--- config.mk ---
export PLATFORM = sky130hd
export DESIGN_NAME = conv1_sequencer
export DESIGN_NICKNAME = d
export VERILOG_FILES = /design/src/rtl/conv_seq_pkg.sv /design/src/rtl/conv1_sequencer_watchdog.sv /design/src/rtl/conv1_sequencer.sv
export SDC_FILE = /design/constraint.sdc
export NUM_CORES = 1
export LEC_CHECK = 0
export ABC_AREA = 1
export CORE_MARGIN = 1.5
export CORE_UTILIZATION = 40
export CTS_CLUSTER_SIZE = 25
export DETAILED_ROUTE_END_ITERATION = 16
export GPL_TIMING_DRIVEN = 0
export PLACE_DENSITY_LB_ADDON = 0.05
export SYNTH_ARGS = -nofsm -noshare
export SYNTH_HDL_FRONTEND = slang
export SYNTH_SLANG_ARGS = --single-unit
--- constraint.sdc ---
create_clock -name clk -period 2 [get_ports clk]
set_input_delay 0.2 -clock clk [delete_from_list [all_inputs] [get_ports clk]]
set_output_delay 0.2 -clock clk [all_outputs]
set_load 0.1 [all_outputs]
--- src/rtl/conv_seq_pkg.sv ---
// Shared state encoding and default constants for the conv1 layer sequencer.
package conv_seq_pkg;

  typedef enum logic [2:0] {
    S_IDLE  = 3'd0,
    S_LOAD  = 3'd1,
    S_START = 3'd2,
    S_RUN   = 3'd3,
    S_NEXT  = 3'd4,
    S_DONE  = 3'd5,
    S_ERR   = 3'd6
  } seq_state_t;

  localparam int FILTERS_PER_GROUP = 8;
  localparam int DEF_NUM_GROUPS    = 4;
  localparam int DEF_WGT_STRIDE    = 9;
  localparam int DEF_OMAP_DEPTH    = 676;
  localparam int DEF_WADDR_W       = 7;
  localparam int DEF_OADDR_W       = 12;
  localparam int DEF_TIMEOUT_CYC   = 4096;

  // group_idx is never narrower than one bit, even for a single-group layer
  function automatic int idx_width(input int n);
    return (n > 1) ? $clog2(n) : 1;
  endfunction

endpackage

--- src/rtl/conv1_sequencer_watchdog.sv ---
// Per-pass watchdog: synchronous clear, count enable, terminal count at TIMEOUT_CYC-1.
module seq_watchdog #(
  parameter int TIMEOUT_CYC = 4096
) (
  input  logic clk,
  input  logic resetn,
  input  logic clr,
  input  logic en,
  output logic tc
);

  localparam int CNT_W = (TIMEOUT_CYC > 1) ? $clog2(TIMEOUT_CYC) : 1;

  logic [CNT_W-1:0] cnt;

  assign tc = (cnt == CNT_W'(TIMEOUT_CYC - 1));

  // parks at the terminal count so a stalled RUN cannot wrap back to zero
  always_ff @(posedge clk or negedge resetn) begin
    if (!resetn) begin
      cnt <= '0;
    end else if (clr) begin
      cnt <= '0;
    end else if (en && !tc) begin
      cnt <= cnt + 1'b1;
    end
  end

endmodule

--- src/rtl/conv1_sequencer.sv ---
// conv1 layer controller: one engine pass per filter group, with abort and watchdog.
// Optional macro CONV1_SEQ_PERF_EN builds the saturating layer cycle counter.
//
// state | meaning
// IDLE  | waiting for layer_start
// LOAD  | bases settle at the engine ports
// START | conv_start pulse, watchdog cleared
// RUN   | engine busy, watchdog counting
// NEXT  | advance group index and bases
// DONE  | layer_done pulse
// ERR   | watchdog expired, waits for layer_start or abort
module conv1_sequencer
  import conv_seq_pkg::*;
#(
  parameter int NUM_GROUPS  = DEF_NUM_GROUPS,
  parameter int WGT_STRIDE  = DEF_WGT_STRIDE,
  parameter int OMAP_DEPTH  = DEF_OMAP_DEPTH,
  parameter int WADDR_W     = DEF_WADDR_W,
  parameter int OADDR_W     = DEF_OADDR_W,
  parameter int TIMEOUT_CYC = DEF_TIMEOUT_CYC
) (
  input  logic                             clk,
  input  logic                             resetn,
  input  logic                             layer_start,
  input  logic                             abort,
  input  logic                             conv_done,
  output logic                             conv_start,
  output logic [idx_width(NUM_GROUPS)-1:0] group_idx,
  output logic [WADDR_W-1:0]               weight_base,
  output logic [OADDR_W-1:0]               omem_base,
  output logic                             layer_busy,
  output logic                             layer_done,
  output logic                             timeout_err,
  output logic [31:0]                      perf_cycles
);

  if (NUM_GROUPS < 1 || NUM_GROUPS > 16) begin : g_bad_groups
    $error("conv1_sequencer: NUM_GROUPS must be within 1..16");
  end
  if ((NUM_GROUPS - 1) * WGT_STRIDE >= 2 ** WADDR_W) begin : g_bad_waddr
    $error("conv1_sequencer: last weight base does not fit WADDR_W");
  end
  if ((NUM_GROUPS - 1) * OMAP_DEPTH >= 2 ** OADDR_W) begin : g_bad_oaddr
    $error("conv1_sequencer: last output base does not fit OADDR_W");
  end

  seq_state_t state_q, state_d;
  logic       wd_tc;
  logic       last_grp;
  logic       start_acc;

  assign last_grp  = (int'(group_idx) == NUM_GROUPS - 1);
  assign start_acc = layer_start && !abort && (state_q == S_IDLE || state_q == S_ERR);

  always_comb begin
    state_d = state_q;
    if (abort) begin
      state_d = S_IDLE;
    end else begin
      case (state_q)
        S_IDLE, S_ERR: if (layer_start) state_d = S_LOAD;
        S_LOAD:        state_d = S_START;
        S_START:       state_d = S_RUN;
        S_RUN: begin
          // a done arriving on the terminal-count cycle still completes the pass
          if (conv_done)  state_d = last_grp ? S_DONE : S_NEXT;
          else if (wd_tc) state_d = S_ERR;
        end
        S_NEXT:        state_d = S_LOAD;
        S_DONE:        state_d = S_IDLE;
        default:       state_d = S_IDLE;
      endcase
    end
  end

  always_ff @(posedge clk or negedge resetn) begin
    if (!resetn) begin
      state_q     <= S_IDLE;
      group_idx   <= '0;
      weight_base <= '0;
      omem_base   <= '0;
      timeout_err <= 1'b0;
    end else begin
      state_q <= state_d;
      if (start_acc) begin
        group_idx   <= '0;
        weight_base <= '0;
        omem_base   <= '0;
        timeout_err <= 1'b0;
      end else if (state_q == S_NEXT && !abort) begin
        group_idx   <= group_idx + 1'b1;
        weight_base <= weight_base + WADDR_W'(WGT_STRIDE);
        omem_base   <= omem_base + OADDR_W'(OMAP_DEPTH);
      end
      if (state_q == S_RUN && !abort && !conv_done && wd_tc) timeout_err <= 1'b1;
    end
  end

  seq_watchdog #(
    .TIMEOUT_CYC(TIMEOUT_CYC)
  ) u_watchdog (
    .clk   (clk),
    .resetn(resetn),
    .clr   (state_q == S_START),
    .en    (state_q == S_RUN),
    .tc    (wd_tc)
  );

  assign conv_start = (state_q == S_START);
  assign layer_done = (state_q == S_DONE);
  assign layer_busy = !(state_q == S_IDLE || state_q == S_ERR);

`ifdef CONV1_SEQ_PERF_EN
  logic [31:0] perf_q;

  always_ff @(posedge clk or negedge resetn) begin
    if (!resetn) begin
      perf_q <= '0;
    end else if (start_acc) begin
      perf_q <= '0;
    end else if (layer_busy && perf_q != '1) begin
      perf_q <= perf_q + 32'd1;
    end
  end

  assign perf_cycles = perf_q;
`else
  assign perf_cycles = '0;
`endif

endmodule

==> impl_metrics.yaml <==
clock_tree:
  cts_tree: "built"
  cts.htree.levels: 2
  clkLatencyLatePin_ns: 0.29
  clkTransAtPathRegs_ns: 0.07
  clock-sinks: 35
  cts_buffer_depth: 2
  numCtsBuffers: 5
  root_buffer: "clkbuf_8"
logic_synthesis:
  synth_area_leader_cell: "dfrtp_1"
  synth.yosys.seq_area_share_pct: 36.9
  syn_inst: 319
  ys_ff_latch: 35
  synth_warnings: 0
  synth_area_leaders: "dfrtp_1 (37%), nand2_1 (14%), buf_4 (11%)"
  synth_top_area_share_pct: 36.9
  ys_types: 32
  synthesis.area_um2: 2370
  synth_area_per_cell_um2: 7.43
power_and_ir_drop:
  p_total_uw: 2430
  pwr-share-clk_pct: 23.9
  switchingPower_uw: 1150
  combPwrFrac_pct: 41.7
  leakage_uw: 0.00163
  switching_share_pct: 47.3
  seqPwrFrac_pct: 34.4
  power.density_nw_per_um2: 830
  irDropWorstVdd_v: 0.000413
  p_int_uw: 1280
detailed_routing:
  viasPerCell: 4.42
  vias: 2030
  routed_wirelength_um: 4800
  first_iter_violations: 90
  routedWlPerCell_um: 10.5
  route.detailed.drc: 0
  ant_nets: 0
  first_pass_iters: 4
floorplan:
  rows: 27
  fp.dieH_um: 80.0
  die_w_um: 80.0
  start_util_pct: 42.3
  die_area_um2: 6400
  core_area_um2: 5610
  io_pins: 62
critical_path:
  worst-path-max-fanout: 2
  critical_path.max_stage_delay_ns: 1.13
  cp_top_family: "buffers and inverters"
  crit_chain: "clkdlybuf4s50_1"
  crit_required_ns: 1.80
  crit_type: "flop to output port"
  cp.depth: 1
  reg2regPathDepth: 8
  setup.worst_path.end_class: "output port"
  arrival_ns: 1.76
  start_kind: "flop"
  worst-path-buf-inv: 1
  cp_slowest_cell: "clkdlybuf4s50_1"
sta:
  setup_viol: 0
  period_share_pct: 98.0
  drv_slew: 0
  finClkSkew_ns: 0.00614
  rsz0062_at_grt: "false"
  tightest_slew_ns: 0.970
  holdWs_ns: -0.0117
  fmax_mhz: 510
  post-route-min-period_ns: 1.96
  relSlewSlack_pct: 35.2
  finalHoldViolations: 11
placed_design:
  dp_hpwl_um: 3510
  gp_congestion: 0.808
  placed_cells: 451
  portBuffers: 27
final_layout:
  antennaDiodeCount: 0
  fin_util_pct: 52.3
  fin_cells: 459
  final_common_cell: "nand2_1"
  fin_nets: 395
  mostFrequentLayoutCells: "nand2_1 (86), buf_4 (36), dfrtp_1 (35)"
  drive_gt1_share_pct: 19.4
  syn_to_final_growth_pct: 23.7
global_route:
  grt_pass1_wl_um: 7970
  globalRouteTotalUtil_pct: 16.1
  grt_pass1_vias: 1752
  overflow: 0
  grt_max_degree: 36
  antenna_found_initial: 0
outcome:
  status: "finished with violations"
  failed_checks: "hold timing"
min_path:
  hold_path_class: "input port to async pin"
run:
  maxCapViolations: 0
-- power groups by stage --
stage | logic [uW] | registers [uW] | clock network, uW
2_1_floorplan | 679 | 1040 | 0
3_3_place_gp | 1040 | 852 | 0
3_5_place_dp | 1040 | 852 | 0
4_1_cts | 1020 | 837 | 604
5_1_grt | 1080 | 847 | 628
6_report | 1020 | 838 | 581
-- registers in the layout, summed over array words and instances, names as in the netlist --
signal and cells:
group_idx 2, omem_base 10, state_q 3, timeout_err 1, u_watchdog.cnt 12, weight_base 7
-- cells by family (layout without fill, tap and decap cells) --
kind of cell             after synthesis  in the layout  synth area share, %
flip-flops                            35             35                 36.9
buffers and inverters                 71            106                 18.2
adder cells (fa/ha/maj)                4              4                 2.11
XOR/XNOR                               3              3                 1.11
other                                  1             34                0.158
AND/OR/NAND/NOR                      181            181                 35.8
AO/OA/AOI/OAI                         24             24                 5.75
-- cell usage after synthesis, drive strengths merged --
cell / count
a21oi: 7
nand3b: 1
or2: 1
nand3: 33
conb: 1
and2: 1
and3: 1
nand4: 9
ha: 4
xor2: 3
o21ai: 15
o31ai: 1
nor2: 39
dfrtp: 35
buf: 39
clkinv: 1
a21o: 1
nor3: 2
inv: 31
nand2: 94
-- timing repair --
| item | CTS | global route |
|---|---|---|
| hold buffers | 0 | 0 |
| hold endpoints to repair | 0 | 0 |
| endpoints found under the setup margin | 21 | 1 |
| gates resized for setup | 27 | 1 |
| setup buffers | 0 | 0 |
-- path summary, 6_finish.rpt --
path                            slack, ns                end         startpoint
worst max-delay path                 0.04       omem_base[9]       omem_base[9]
max in group asynchronous            1.49       omem_base[4]             resetn
min in group clk                     0.50        timeout_err        timeout_err
worst max register to register       0.45  u_watchdog.cnt[0]  u_watchdog.cnt[0]
worst min-delay path                -0.01       omem_base[7]             resetn
worst min register to register       0.50        timeout_err        timeout_err
-- layout make-up --
cell class              instances  area, um^2
fillers                       592        2670
multi-input cells             246        1190
flip-flops and latches         35         876
plain buffers                  39         300
repair buffers                 27         249
inverters                      32         130
clock buffers                   8         100
well taps                      72        90.1
-- routing by layer --
| metal | track usage (%) | routed length [um] | vias to the layer above |
|---|---|---|---|
| li1 | - | - | 1084 |
| met1 | 19.6 | 2180 | 888 |
| met2 | 27.6 | 2280 | 48 |
| met3 | 3.43 | 267 | 10 |
| met4 | 6.38 | 78 | 0 |
| met5 | 0 | 0 | - |
-- stage by stage --
step | worst slack, ns | setup TNS [ns] | area (um^2) | hold WS, ns
after global routing | 0.00202 | 0 | 2930 | 0.0643
after global placement | -0.149 | -5.17 | 2860 | 0.491
after CTS | 0.0159 | 0 | 2930 | 0.0343
after floorplan | 0.0330 | 0 | 2490 | -0.0956
after detailed placement | -0.158 | -0.308 | 2850 | 0.354
final | 0.0409 | 0 | 2930 | -0.0117
Power figures use the tool's default switching activity.
